$ cat src/rtl/fetch_bridge_pkg.sv
// Shared types and constants for the instruction-side fetch bridge.
// State encoding, bus size code and fetch-width limit.
package fetch_bridge_pkg;

  typedef enum logic [2:0] {
    IDLE,
    ADDR,
    DATA,
    HOLD,
    DRAIN
  } state_e;

  localparam logic [1:0] SIZE_WORD = 2'b10;
  localparam int FETCH_WIDTH_MAX = 4;

endpackage

$ cat src/rtl/fetch_perf_cnt.sv
// Fetch bridge performance counters: address handshakes and stall cycles.
// Both counters wrap naturally at 2^32.
module fetch_perf_cnt (
  input  logic        clk,
  input  logic        rst_n,
  input  logic        req_fire,
  input  logic        stall,
  output logic [31:0] req_cnt,
  output logic [31:0] stall_cnt
);

  always_ff @(posedge clk or negedge rst_n) begin
    if (!rst_n) begin
      req_cnt   <= '0;
      stall_cnt <= '0;
    end else begin
      if (req_fire)
        req_cnt <= req_cnt + 32'd1;
      if (stall)
        stall_cnt <= stall_cnt + 32'd1;
    end
  end

endmodule

$ cat src/rtl/i_sram_like_fetch_bridge.sv
// Fetch-stage sram port to sram-like instruction bus bridge, FETCH_WIDTH slots.
// Optional FETCH_PERF_CNT_EN adds request/stall performance counters.
module i_sram_like_fetch_bridge
  import fetch_bridge_pkg::*;
#(
  parameter int FETCH_WIDTH = 2,
  parameter int ADDR_W      = 32
) (
  input  logic                     clk,
  input  logic                     rst,
  input  logic                     inst_sram_en,
  input  logic [ADDR_W-1:0]        inst_sram_addr,
  input  logic                     flush,
  input  logic                     longest_stall,
  output logic [32*FETCH_WIDTH-1:0] inst_sram_rdata,
  output logic [FETCH_WIDTH-1:0]   inst_sram_data_ok,
  output logic                     i_stall,
`ifdef FETCH_PERF_CNT_EN
  output logic [31:0]              perf_req_cnt,
  output logic [31:0]              perf_stall_cnt,
`endif
  output logic                     inst_req,
  output logic                     inst_wr,
  output logic [1:0]               inst_size,
  output logic [ADDR_W-1:0]        inst_addr,
  output logic [31:0]              inst_wdata,
  input  logic                     inst_addr_ok,
  input  logic [FETCH_WIDTH-1:0]   inst_data_ok,
  input  logic [32*FETCH_WIDTH-1:0] inst_rdata
);

  state_e state_q, state_d;
  logic   fp_q, fp_d;

  logic [ADDR_W-1:0]        addr_q;
  logic [32*FETCH_WIDTH-1:0] rdata_q;
  logic [FETCH_WIDTH-1:0]   mask_q;

  logic req, stall;
  logic addr_ld, cap, clr;
  logic beat;

  assign beat = inst_data_ok[0];

  always_comb begin
    state_d = state_q;
    fp_d    = fp_q;
    req     = 1'b0;
    stall   = 1'b0;
    addr_ld = 1'b0;
    cap     = 1'b0;
    clr     = 1'b0;
    unique case (state_q)
      IDLE: begin
        req     = inst_sram_en & ~flush;
        stall   = inst_sram_en;
        addr_ld = req;
        if (req)
          state_d = inst_addr_ok ? DATA : ADDR;
      end
      ADDR: begin
        req   = 1'b1;
        stall = 1'b1;
        if (flush)
          fp_d = 1'b1;
        if (inst_addr_ok)
          state_d = (fp_q | flush) ? DRAIN : DATA;
      end
      DATA: begin
        stall = 1'b1;
        if (beat) begin
          if (flush) begin
            state_d = IDLE;
          end else begin
            cap     = 1'b1;
            state_d = HOLD;
          end
        end else if (flush) begin
          state_d = DRAIN;
        end
      end
      HOLD: begin
        if (~longest_stall | flush | ~inst_sram_en) begin
          clr     = 1'b1;
          state_d = IDLE;
        end
      end
      DRAIN: begin
        stall = inst_sram_en;
        if (beat) begin
          fp_d    = 1'b0;
          state_d = IDLE;
        end
      end
      default: state_d = IDLE;
    endcase
  end

  always_ff @(posedge clk or negedge rst) begin
    if (!rst) begin
      state_q <= IDLE;
      fp_q    <= 1'b0;
      addr_q  <= '0;
      rdata_q <= '0;
      mask_q  <= '0;
    end else begin
      state_q <= state_d;
      fp_q    <= fp_d;
      if (addr_ld)
        addr_q <= inst_sram_addr;
      if (cap) begin
        rdata_q <= inst_rdata;
        mask_q  <= inst_data_ok;
      end else if (clr) begin
        mask_q <= '0;
      end
    end
  end

  // Bus-facing strobes are forced low while reset is held, whatever the datapath drives.
  assign inst_req = req & rst;
  assign i_stall  = stall & rst;
  assign inst_addr = !rst ? '0 :
                     (state_q == IDLE) ? inst_sram_addr : addr_q;

  assign inst_wr    = 1'b0;
  assign inst_size  = SIZE_WORD;
  assign inst_wdata = 32'd0;

  assign inst_sram_rdata   = rdata_q;
  assign inst_sram_data_ok = (state_q == HOLD) ? mask_q : '0;

`ifdef FETCH_PERF_CNT_EN
  fetch_perf_cnt u_perf (
    .clk       (clk),
    .rst_n     (rst),
    .req_fire  (inst_req & inst_addr_ok),
    .stall     (i_stall),
    .req_cnt   (perf_req_cnt),
    .stall_cnt (perf_stall_cnt)
  );
`endif

endmodule

$ cat config.mk
export PLATFORM = sky130hd
export DESIGN_NAME = i_sram_like_fetch_bridge
export DESIGN_NICKNAME = d
export VERILOG_FILES = /design/src/rtl/fetch_bridge_pkg.sv /design/src/rtl/fetch_perf_cnt.sv /design/src/rtl/i_sram_like_fetch_bridge.sv
export SDC_FILE = /design/constraint.sdc
export NUM_CORES = 1
export LEC_CHECK = 0
export ABC_AREA = 1
export BUFFER_PORTS_ARGS = -buffer_cell sky130_fd_sc_hd__buf_4
export CORE_ASPECT_RATIO = 1.25
export CORE_MARGIN = 1.5
export CORE_UTILIZATION = 30
export DETAILED_ROUTE_END_ITERATION = 16
export GPL_TIMING_DRIVEN = 1
export SLEW_MARGIN = 20
export SYNTH_ARGS = -nofsm -noshare
export SYNTH_HDL_FRONTEND = slang
export SYNTH_SLANG_ARGS = --single-unit
export TNS_END_PERCENT = 30
$ cat constraint.sdc
create_clock -name clk -period 3.4 [get_ports clk]
set_clock_uncertainty 0.05 [all_clocks]
set_input_delay 1.02 -clock clk [delete_from_list [all_inputs] [get_ports clk]]
set_output_delay 1.02 -clock clk [all_outputs]
set_load 0.01 [all_outputs]
# After elaboration in Yosys (flattened, before gate mapping)
# Index checks and enable logic that the tools add are counted.
[word_totals]
register_bits = 102
inputBits = 104
output_inout_bits = 135
[op_classes]
n_eq_ne = 10
muxes = 26
n_bitwise = 9
reduce_logical = 7
[op_table]
columns = ["op", "count"]
rows = [
  ["32-bit 2-to-1 mux", 2],
  ["3-bit 2-to-1 mux", 7],
  ["3-bit one-hot mux with 5 select lines", 1],
  ["2-bit 2-to-1 mux", 5],
  ["2-bit != test, second input constant", 5],
  ["1-bit 2-to-1 mux", 8],
  ["3-bit by 2-bit equality test with 1-bit output, second input constant", 2],
  ["1-bit one-hot mux with 2 select lines", 3],
  ["5-bit AND reduction", 1],
  ["2-bit nonzero test", 2],
  ["2-bit OR reduction", 2],
  ["1-bit AND", 3],
  ["3-bit by 1-bit equality test with 1-bit output, second input constant", 1],
  ["3-bit equality test, second input constant", 1],
  ["3-bit zero test", 1],
  ["3-bit != test, second input constant", 1],
  ["1-bit NOT", 3],
  ["1-bit bitwise OR", 3],
  ["3-bit AND reduction", 1],
]

# Depth between registers and ports, before layout
# Gate-level depths: netlist (run 1).
[logic_depth]
ltp_word = 7
ltp_mapped = 9
ltp_nobuf = 8

# Worst setup path before layout (run 1)
# OpenSTA, ideal clock, no wires.
[synth_timing]
path_type = "input-to-output"
from = "in inst_sram_en"
to = "out inst_req"
arrival_ns = 1.679
path_slack_ns = 0.651
stages = 5
n_path_buf = 1
path_cell_list = "inv_1 nor2_1 nand2_2 buf_6 a21boi_0"
[synth_via]
elab_chain_cells = 3
[synth_rtl]
columns = ["element", "line", "rtl"]
rows = [
  ["from (decl)", "i_sram_like_fetch_bridge.sv:11", "input logic inst_sram_en,"],
  ["1-bit AND", "i_sram_like_fetch_bridge.sv:55", "req = inst_sram_en & ~flush;"],
  ["1-bit one-hot mux with 2 select lines", "i_sram_like_fetch_bridge.sv:53", "unique case (state_q)"],
  ["1-bit AND", "i_sram_like_fetch_bridge.sv:121", "assign inst_req = req & rst;"],
  ["to (decl)", "i_sram_like_fetch_bridge.sv:22", "output logic inst_req,"],
]
# No other way between the ends.

# Final worst setup path (run 1)
[layout_timing]
from = "reg state_q[0]"
to = "out inst_addr[26]"
[layout_via]
elab_chain_cells = 3
[layout_rtl]
columns = ["element", "line", "rtl"]
rows = [
  ["from (decl)", "i_sram_like_fetch_bridge.sv:32", "state_e state_q, state_d;"],
  ["from (signal assigned)", "i_sram_like_fetch_bridge.sv:107", "state_q <= state_d;"],
  ["3-bit zero test", "i_sram_like_fetch_bridge.sv:124", "(state_q == IDLE) ? inst_sram_addr : addr_q;"],
  ["32-bit 2-to-1 mux", "i_sram_like_fetch_bridge.sv:124", ""],
  ["32-bit 2-to-1 mux", "i_sram_like_fetch_bridge.sv:123", "assign inst_addr = !rst ? '0 :"],
  ["to (decl)", "i_sram_like_fetch_bridge.sv:25", "output logic [ADDR_W-1:0] inst_addr,"],
]
# No other way between the ends.

==> results of run 1 <==
[cell type report]
type,count,area [µm²]
multi-input cells,343,1553
repair buffers,213,1637
inverters,109,409.1
clock buffers,10,239.0
flip-flops and latches,102,2552
fillers,1650,9358
clock inverters,6,52.55
well taps,216,270.3
[cells in the mapped netlist]
| library cell | number |
|---|---|
| a21boi_0 | 1 |
| a21oi_1 | 33 |
| buf_1 | 1 |
| buf_2 | 5 |
| buf_4 | 37 |
| buf_6 | 16 |
| clkbuf_1 | 7 |
| clkbuf_2 | 1 |
| conb_1 | 2 |
| dfrtp_1 | 102 |
| inv_1 | 107 |
| inv_2 | 2 |
| nand2_1 | 113 |
| nand2_2 | 2 |
| nand3_1 | 11 |
| nand3_2 | 1 |
| nor2_1 | 11 |
| nor2_2 | 1 |
| nor2_4 | 2 |
| nor3_1 | 1 |
| o211ai_1 | 1 |
| o21ai_0 | 53 |
| o21ai_1 | 77 |
| o22ai_1 | 1 |
[how the worst max path moves through the flow]
stage | end | slack, ns
floorplan | inst_req | 0.65
global placement | inst_req | 0.50
detailed placement | inst_req | 0.43
CTS | inst_addr[26] | 0.36
global route | inst_addr[26] | 0.16
finish | inst_addr[26] | 0.36
[routing by layer]
metal	up-vias	part of all wire	global-route usage
met4	2	0.010	0.03704
met3	9	0.096	0.05212
met5	-	0.0011	0
li1	2139	-	-
met2	176	0.46	0.2100
met1	1791	0.43	0.1741
[flip-flops by register name, indices dropped and copies added, names as in the netlist]
signal	flops
mask_q	2
inst_sram_rdata	64
state_q	3
fp_q	1
addr_q	32
[cell families (layout without fill, tap and decap cells)]
| kind of cell | after synthesis | in the layout | share of synthesized area |
|---|---|---|---|
| buffers and inverters | 176 | 338 | 0.1892 |
| DFF | 102 | 102 | 0.5208 |
| and+or+nand+nor | 142 | 142 | 0.1177 |
| AOI/OAI and AO/OA | 166 | 166 | 0.1708 |
| other | 2 | 35 | 0.001532 |
[critical path: stages (launching register included)]
cell and delay, ns:
dfrtp_1 0.51, inv_2 0.14, nand2_2 0.08, nor2_4 0.20, buf_12 0.27, o21ai_0 0.11, a21oi_1 0.16, buf_4 0.15
[power groups by stage]
stage,Sequential [µW],Combinational (µW),Clock (µW)
floorplan,2310,1290,0
global placement,2170,2540,0
detailed placement,2180,2580,0
CTS,2170,2580,1050
global route,2250,2840,1110
finish,2170,2530,996
[stage by stage]
stage                     total power [µW]  worst slack [ns]  instance area, µm²
final                                 5694            0.3645                6713
after CTS                             5797            0.3575                6713
after floorplan                       3601            0.6511                5025
after global routing                  6198            0.1645                6713
after detailed placement              4759            0.4292                6421
after global placement                4716            0.4997                6421
[layout by cell type, fill, tap and decap left out]
master      netlist  final
o21ai_1          77     77
o22ai_1           1      1
dfrtp_1         102    102
nor2_4            2      2
conb_1            2     35
nor2_2            1      1
buf_4            37    210
nor2_1           11     11
buf_12            0      3
inv_1           107    107
inv_8             0      1
clkinvlp_4        0      2
inv_2             2      2
clkbuf_8          0      1
nand3_4           0      1
nand2_1         113    113
a21boi_0          1      1
inv_6             0      1
nand2_2           2      2
nor3_1            1      1
o21ai_0          53     53
a21oi_1          33     33
clkbuf_16         0      9
o211ai_1          1      1
clkinv_4          0      2
nand3_1          11     11
==> qor.txt, run 1 <==
Status: finished, final reports clean
Core Region: 0.01607 mm²
Leakage: 0.003760 µW
RSZ-0062 raised after global routing: no
Period utilization: 0.8928
Setup crit start kind: register
Worst hold endpoint: addr_q[31]
FF-to-FF End: addr_q[24]
Post-route insts no fill: 999
Syn Std Cell Area: 0.004901 mm²
Critical path launch point: state_q[0]
Worst-Skew Late Latency: 0.33 ns
Gate Count Post-Synth: 588
Crit path DAT: 1.97 ns
DIE AREA: 0.01712 mm²
Critical path type: reg2out
Slew Viols, Final: 0
Switching Fraction: 0.3738
Ys Warns: 0
Layout Nets: 882
Fin Hold WS: 0.4339 ns
PortBufs: 203
Clock buffer depth: 2
Clk sink count: 102
Max IR drop VDD: 0.3639 mV
DRT Pass-1 Iters: 4
Routed wire length: 11.41 mm
Synth Area per Inst: 8.335 µm²
Vias in the first global route: 3764
Share of cells above drive strength 1: 0.3027
Hold Buf Count CTS: 0
Die Wd: 117.3 µm
Reg2reg start: state_q[0]
Antenna cells: 0
H-tree depth: 3
Max-cap viol count: 0
Die Ht: 145.9 µm
Setup TNS: 0 ns
Synthesized flop and latch total: 102
CTS buffer count: 9
Iter 0 DRT Violations: 171
Comb pwr share: 0.445
Placed cells: 983
Clock share of power: 0.175
Int Pwr: 3566 µW
CTS Root Cell: clkbuf_16
Net Switching: 2128 µW
Average wire per standard cell: 11.42 µm
Gr usage total: 0.1345
Hold Path Class: reg2reg
DR vias: 4117
Hold Path Origin: addr_q[31]
Routed Antenna Nets: 0
Netlist cell types: 24
Pin count of the biggest net entering global routing: 98
Hpwl dp: 8.484 mm
Clock transition at path regs: 0.07 ns
RePlAce Congestion: 0.7580
Setup violators final: 0
# resized after CTS: 0
First-pass GRT wire length: 18.82 mm
Pwr dens: 848.2 mW/mm²
Overflow after GRT: 0
Starting Density: 0.3050
Critical Path End Type: output port
Reg2reg setup slack: 1.64 ns
Yosys top cell area share: 0.5208
DRC: 0
Largest area contributor in the netlist: dfrtp_1
Relative slew slack: 0.5489
FP Rows: 52
Initial antenna violation count: 1
Post-CTS setup buffer count: 0
Final hold vios: 0
Required @ worst endpoint: 2.33 ns
Worst Max-Slew Pin Slew: 0.6766 ns
Area grow syn2layout: 36.97%
Post-route minimum period: 3.035 ns
TritonCTS clock tree: done
Worst hold path cell count: 2
CP max FO: 60
Seq/Total Area, Yosys: 0.5208
FF-to-FF path depth: 7
Utilization after layout: 0.4177
Max Clk Rate: 329.4 MHz
DR vias/cell: 4.121
I/O pin total: 239
Sequential share of power: 0.381
Top cells by area, synth: dfrtp_1 (52%), nand2_1 (8.7%), inv_1 (8.2%)
Power figures use the tool's default switching activity.
==> run 2: changes to the inputs <==
--- a/config.mk
+++ b/config.mk
@@ -9,2 +9,3 @@
 export BUFFER_PORTS_ARGS = -buffer_cell sky130_fd_sc_hd__buf_4
+export CAP_MARGIN = 20
 export CORE_ASPECT_RATIO = 1.25
@@ -14,2 +15,3 @@
 export GPL_TIMING_DRIVEN = 1
+export RECOVER_POWER = 100
 export SLEW_MARGIN = 20
==> constraint.sdc (replaced) <==
create_clock -name clk -period 3.4 [get_ports clk]
set_clock_uncertainty 0.05 [all_clocks]
set_input_delay 0.51 -clock clk [delete_from_list [all_inputs] [get_ports clk]]
set_output_delay 0.51 -clock clk [all_outputs]
set_load 0.01 [all_outputs]
==> qor.txt, run 2 (synthesized netlist as in run 1, its figures left out) <==
DIE AREA: 0.01712 mm² (unchanged)
Core Region: 0.01607 mm² (unchanged)
Starting Density: 0.3050 (unchanged)
Die Ht: 145.9 µm (unchanged)
Leakage: 0.003421 µW (-9.0%)
FP Rows: 52 (unchanged)
Setup crit start kind: register
First-pass GRT wire length: 19.20 mm (+2.0%)
Area grow syn2layout: 29.08%
Max Clk Rate: 369.1 MHz (+12%)
Layout Nets: 877 (-0.57%)
Clk sink count: 102 (unchanged)
Antenna cells: 0 (unchanged)
Vias in the first global route: 3823 (+1.6%)
Max-cap viol count: 0 (unchanged)
DRT Pass-1 Iters: 4 (unchanged)
Initial antenna violation count: 0 (-1)
Relative slew slack: 0.03132 (-0.5176)
Worst Max-Slew Pin Slew: 1.449 ns (+0.7724 ns)
PortBufs: 203 (unchanged)
Placed cells: 978 (-0.51%)
Post-route insts no fill: 994 (-0.50%)
RSZ-0062 raised after global routing: no
Final instance area: 0.006326 mm² (-5.8%)
CTS buffer count: 9 (unchanged)
DR vias/cell: 4.148 (+0.65%)
Max IR drop VDD: 0.4016 mV (+10%)
Clock buffer depth: 2 (unchanged)
Worst path bufs/invs: 3 (unchanged)
Slowest CP cell: dfrtp_1
Fillers: 1740 (+5.5%)
Pwr dens: 827.8 mW/mm² (-2.4%)
I/O pin total: 239 (unchanged)
Placed Instance Area: 0.006359 mm² (-0.97%)
# resized after CTS: 0 (unchanged)
Hold Path Class: in2reg
Status: finished, final reports clean
Pin count of the biggest net entering global routing: 95 (-3.1%)
Max reg flops: 64 (unchanged)
CP delay by family, top: buffers and inverters
DRC: 0 (unchanged)
Overflow after GRT: 0 (unchanged)
Share of cells above drive strength 1: 0.1877 (-0.1150)
CP max stage delay: 0.46 ns (-0.05 ns)
Die Wd: 117.3 µm (unchanged)
TritonCTS clock tree: done
Gr busiest metal: met2
Setup TNS: 0 ns (unchanged)
Cell breakdown of the critical path: inv_1, nand2_1, nor2_4, buf_4, nand2_1, a21boi_0, clkbuf_1
Post-CTS setup buffer count: 0 (unchanged)
Final hold vios: 0 (unchanged)
Critical Path End Type: output port
Worst-Skew Late Latency: 0.34 ns (about the same)
CP dominant cell by count: nand2_1
H-tree depth: 3 (unchanged)
Post-route minimum period: 2.709 ns (-0.3265 ns)
Clock transition at path regs: 0.08 ns (about the same)
Slew Viols, Final: 0 (unchanged)
Setup violators final: 0 (unchanged)
Met2 Track Usage GR: 0.2212 (+0.01118)
Met1 Use GR: 0.1753 (+0.001289)
Routed Antenna Nets: 0 (unchanged)
Crit path DAT: 2.15 ns (+0.18 ns)
Average wire per standard cell: 11.78 µm (+3.1%)
Routed wire length: 11.71 mm (+2.6%)
Hpwl dp: 8.490 mm (about the same)
Period utilization: 0.7968 (-0.09603)
DR vias: 4123 (+0.15%)
CTS Root Cell: clkbuf_16
Critical path type: reg2out
RePlAce Congestion: 0.7865 (+3.8%)
CP max FO: 65 (+8.3%)
Hold Buf Count CTS: 0 (unchanged)
Required @ worst endpoint: 2.84 ns (+0.51 ns)
Iter 0 DRT Violations: 193 (+13%)
Most frequent cells in the layout: o21ai_0 (123), buf_4 (123), nand2_1 (115)
Met3 usage: 0.05094 (-0.001176)
Gr usage total: 0.1388 (+0.004283)
-- run 2: cell types whose count changed in the layout (fill, tap and decap cells not counted), moves of 2 or more --
cell        before  now
nand2_2          2    0
clkbuf_1         0   81
clkinvlp_4       2    0
o21ai_0         53  123
buf_4          210  123
buf_12           3    1
o21ai_1         77    7
nand2_1        113  115
clkbuf_2         0    3
-- run 2: cell type report --
class / count / area (µm²) / share of cell area
inverter: 109 / 409.1 / 0.06468
clock inverter: 5 / 51.30 / 0.008109
timing repair buffer: 208 / 1262 / 0.1996
multi-input combinational: 343 / 1528 / 0.2415
sequential: 102 / 2552 / 0.4035
clock buffer: 11 / 252.7 / 0.03995
tap: 216 / 270.3 / 0.04272
-- run 2: final timing paths --
kind                           startpoint                  end  slack, ns  depth (start not counted)
setup / recovery               state_q[0]             inst_req       0.69                          7
hold / removal             inst_rdata[43]  inst_sram_rdata[43]       0.35                          3
setup reg to reg               state_q[0]  inst_sram_rdata[20]       0.70                          5
hold reg to reg                addr_q[27]           addr_q[27]       0.43                          2
max in group asynchronous             rst  inst_sram_rdata[15]       0.91                          2
min in group asynchronous             rst            addr_q[4]       0.39                          1
-- run 2: tightest hold or removal path, stage by stage --
cell     delay (ns)
buf_4          0.11
inv_1          0.04
o21ai_1        0.06
-- run 2: through the flow --
step,util,setup slack [ns],hold slack (ns),total power [µW]
2_1_floorplan,-,1.601,0.1644,3601
3_3_place_gp,0.3957,1.144,0.4171,4675
3_5_place_dp,0.3957,1.112,0.4230,4725
4_1_cts,0.4146,0.7247,0.1687,5792
5_1_grt,0.3936,0.3647,0.3499,5718
6_report,0.3936,0.6910,0.3506,5237
-- run 2: layer usage --
metal | up-vias | share of wire
met3 | 7 | 0.084
met1 | 1812 | 0.43
li1 | 2123 | -
met4 | 0 | 0.012
met2 | 181 | 0.48
met5 | - | 0
-- run 2: power breakdown --
part / total [µW] / switching, µW / internal (µW)
registers: 2140 / 322 / 1820
logic: 2060 / 1270 / 787
clock network: 1030 / 481 / 552
total: 5240 / 2080 / 3160
==> run 3: changes to the inputs <==
ABC_AREA = 0   (was 1)
clock period = 2.55 ns   (was 3.4 ns; I/O delays follow)
==> qor.txt, run 3 <==
Setup crit start kind: register
Clk sink count: 102 (unchanged)
Most frequent cell after synthesis: dfrtp_1
Status: finished, final reports clean
Pin count of the biggest net entering global routing: 52 (-45%)
DRC: 0 (unchanged)
DIE AREA: 0.01714 mm² (+0.15%)
Overflow after GRT: 0 (unchanged)
First-pass GRT wire length: 18.35 mm (-4.4%)
Int Pwr: 4574 µW (+45%)
Average wire per standard cell: 13.85 µm (+18%)
Setup violators final: 0 (unchanged)
CTS buffer count: 9 (unchanged)
Hpwl dp: 8.589 mm (+1.2%)
Max Clk Rate: 421.7 MHz
Iter 0 DRT Violations: 104 (-46%)
Final hold vios: 0 (unchanged)
Max-cap viol count: 0 (unchanged)
Total Power: 7226 µW (+38%)
RePlAce Congestion: 0.8146 (+3.6%)
CP max FO: 32 (-51%)
Vias in the first global route: 3649 (-4.6%)
Gate Count Post-Synth: 400 (-32%)
Critical path type: reg2out
Clock share of power: 0.185 (-0.012)
Placed Instance Area: 0.006515 mm² (+2.5%)
Die Wd: 117.4 µm (about the same)
Final instance area: 0.006411 mm² (+1.3%)
Reg2reg start: state_q[2]
Comb pwr share: 0.416 (+0.023)
Slew Viols, Final: 0 (unchanged)
Synthesized flop and latch total: 102 (unchanged)
Clock transition at path regs: 0.08 ns (about the same)
Syn Std Cell Area: 0.004908 mm² (+0.15%)
Netlist cell types: 39 (+63%)
Ys Warns: 0 (unchanged)
H-tree depth: 3 (unchanged)
FP Rows: 52 (unchanged)
Net Switching: 2652 µW (+28%)
Leakage: 0.002931 µW (-14%)
RSZ-0062 raised after global routing: no
Initial antenna violation count: 0 (unchanged)
Antenna cells: 0 (unchanged)
Clock buffer depth: 2 (unchanged)
Worst-Skew Late Latency: 0.35 ns (about the same)
Required @ worst endpoint: 2.12 ns (-0.72 ns)
Worst Max-Slew Pin Slew: 1.230 ns (-0.2185 ns)
Routed wire length: 11.37 mm (-2.8%)
Pwr dens: 1127 mW/mm² (+36%)
PortBufs: 203 (unchanged)
DR vias: 3603 (-13%)
Placed cells: 804 (-18%)
Routed Antenna Nets: 0 (unchanged)
Hold Path Class: in2reg
Post-CTS setup buffer count: 0 (unchanged)
DR vias/cell: 4.389 (+5.8%)
Share of cells above drive strength 1: 0.3818 (+0.1942)
Max IR drop VDD: 0.3969 mV (-1.2%)
Top cells by area, synth: dfrtp_1 (52%), mux2_2 (18%), buf_4 (6.0%)
Core Region: 0.01607 mm² (unchanged)
Largest area contributor in the netlist: dfrtp_1
Period utilization: 0.9301
Synth Area per Inst: 12.27 µm² (+47%)
Post-synth EDFFs: 0 (unchanged)
Ys async rst share: 1.000 (unchanged)
Yosys top cell area share: 0.5200 (-0.0007965)
Relative slew slack: 0.1797 (+0.1484)
Crit path DAT: 1.94 ns (-0.21 ns)
DRT Pass-1 Iters: 4 (unchanged)
Critical Path End Type: output port
Die Ht: 146.0 µm (about the same)
Hold Path Origin: inst_rdata[47]
Setup TNS: 0 ns (unchanged)
Max reg flops: 64 (unchanged)
Post-route minimum period: 2.372 ns
TritonCTS clock tree: done
Sequential share of power: 0.399 (-0.010)
Layout Nets: 704 (-20%)
Gr usage total: 0.1332 (-0.005623)
CTS Root Cell: clkbuf_16
Post-route insts no fill: 821 (-17%)
Area grow syn2layout: 30.61%
Most common cell after layout, fill and taps aside: buf_4
Post-synth top flop: dfrtp_1
Switching Fraction: 0.3670 (-0.02962)
Critical path launch point: state_q[1]
Top cells by count, synth: dfrtp_1 (102), mux2_2 (79), nand2_1 (68), buf_4 (39), a21boi_1 (19)
Seq/Total Area, Yosys: 0.5200 (-0.0007965)
Starting Density: 0.3054 (+0.0004672)
I/O pin total: 239 (unchanged)
Most frequent cells in the layout: buf_4 (125), dfrtp_1 (102), clkbuf_1 (86)
## run 3: critical path: stages, from the launching register on
cell      delay (ns)
dfrtp_1         0.63
or3_1           0.18
buf_4           0.30
nand2_1         0.08
a21boi_0        0.22
buf_4           0.16
## run 3: kinds of logic (layout without fill, tap and decap cells)
kind of cell    Yosys count  count (layout)  synth area share
flops                   102             102            0.5200
mux                      97              97            0.2353
simple gates             88              88           0.07647
buf+inv                  61             233           0.08998
compound gates           50              50           0.07673
other cells               2              35          0.001530
## run 3: what timing repair did
action	4_1_cts	5_1_grt
hold endpoints to repair	12	0
resized for setup	0	0
hold buffers	1	0
## run 3: worst paths after layout
path | endpoint | slack [ns] | cells past startpoint
setup reg to reg | inst_sram_rdata[35] | 0.22 | 4
hold / removal | inst_sram_rdata[47] | 0.19 | 2
setup / recovery | inst_addr[26] | 0.18 | 5
hold reg to reg | mask_q[0] | 0.43 | 1
max in group asynchronous | inst_sram_rdata[9] | 0.46 | 3
min in group asynchronous | addr_q[19] | 0.49 | 2
## run 3: power groups by stage
stage	Sequential [µW]	Clock [µW]	Combinational, µW
floorplan	3060	0	1930
detailed placement	2930	0	3690
global placement	2890	0	3620
finish	2880	1340	3010
CTS	2920	1410	3690
global route	2990	1470	3300
## run 3: final cells by class
class | count | area, µm²
timing repair buffer | 216 | 1294
fill | 1668 | 9659
clock buffer | 9 | 225.2
clock inverter | 7 | 66.31
multi-input combinational | 270 | 1999
tap | 216 | 270.3
sequential | 102 | 2552
inverter | 1 | 3.754
## run 3: stage by stage
step / hold slack (ns) / util / setup slack (ns)
2_1_floorplan: 0.03691 / - / 0.7460
3_3_place_gp: 0.3225 / 0.4054 / 0.6149
3_5_place_dp: 0.3255 / 0.4054 / 0.5839
4_1_cts: 0.1878 / 0.4242 / 0.1849
5_1_grt: 0.1838 / 0.3989 / 0.01743
6_report: 0.1940 / 0.3989 / 0.1784
## run 3: metal layers
metal	share of wire	track usage	up-vias
met5	0	0	-
li1	-	-	1696
met4	0.020	0.05988	0
met2	0.50	0.2247	160
met3	0.081	0.04453	15
met1	0.40	0.1534	1732
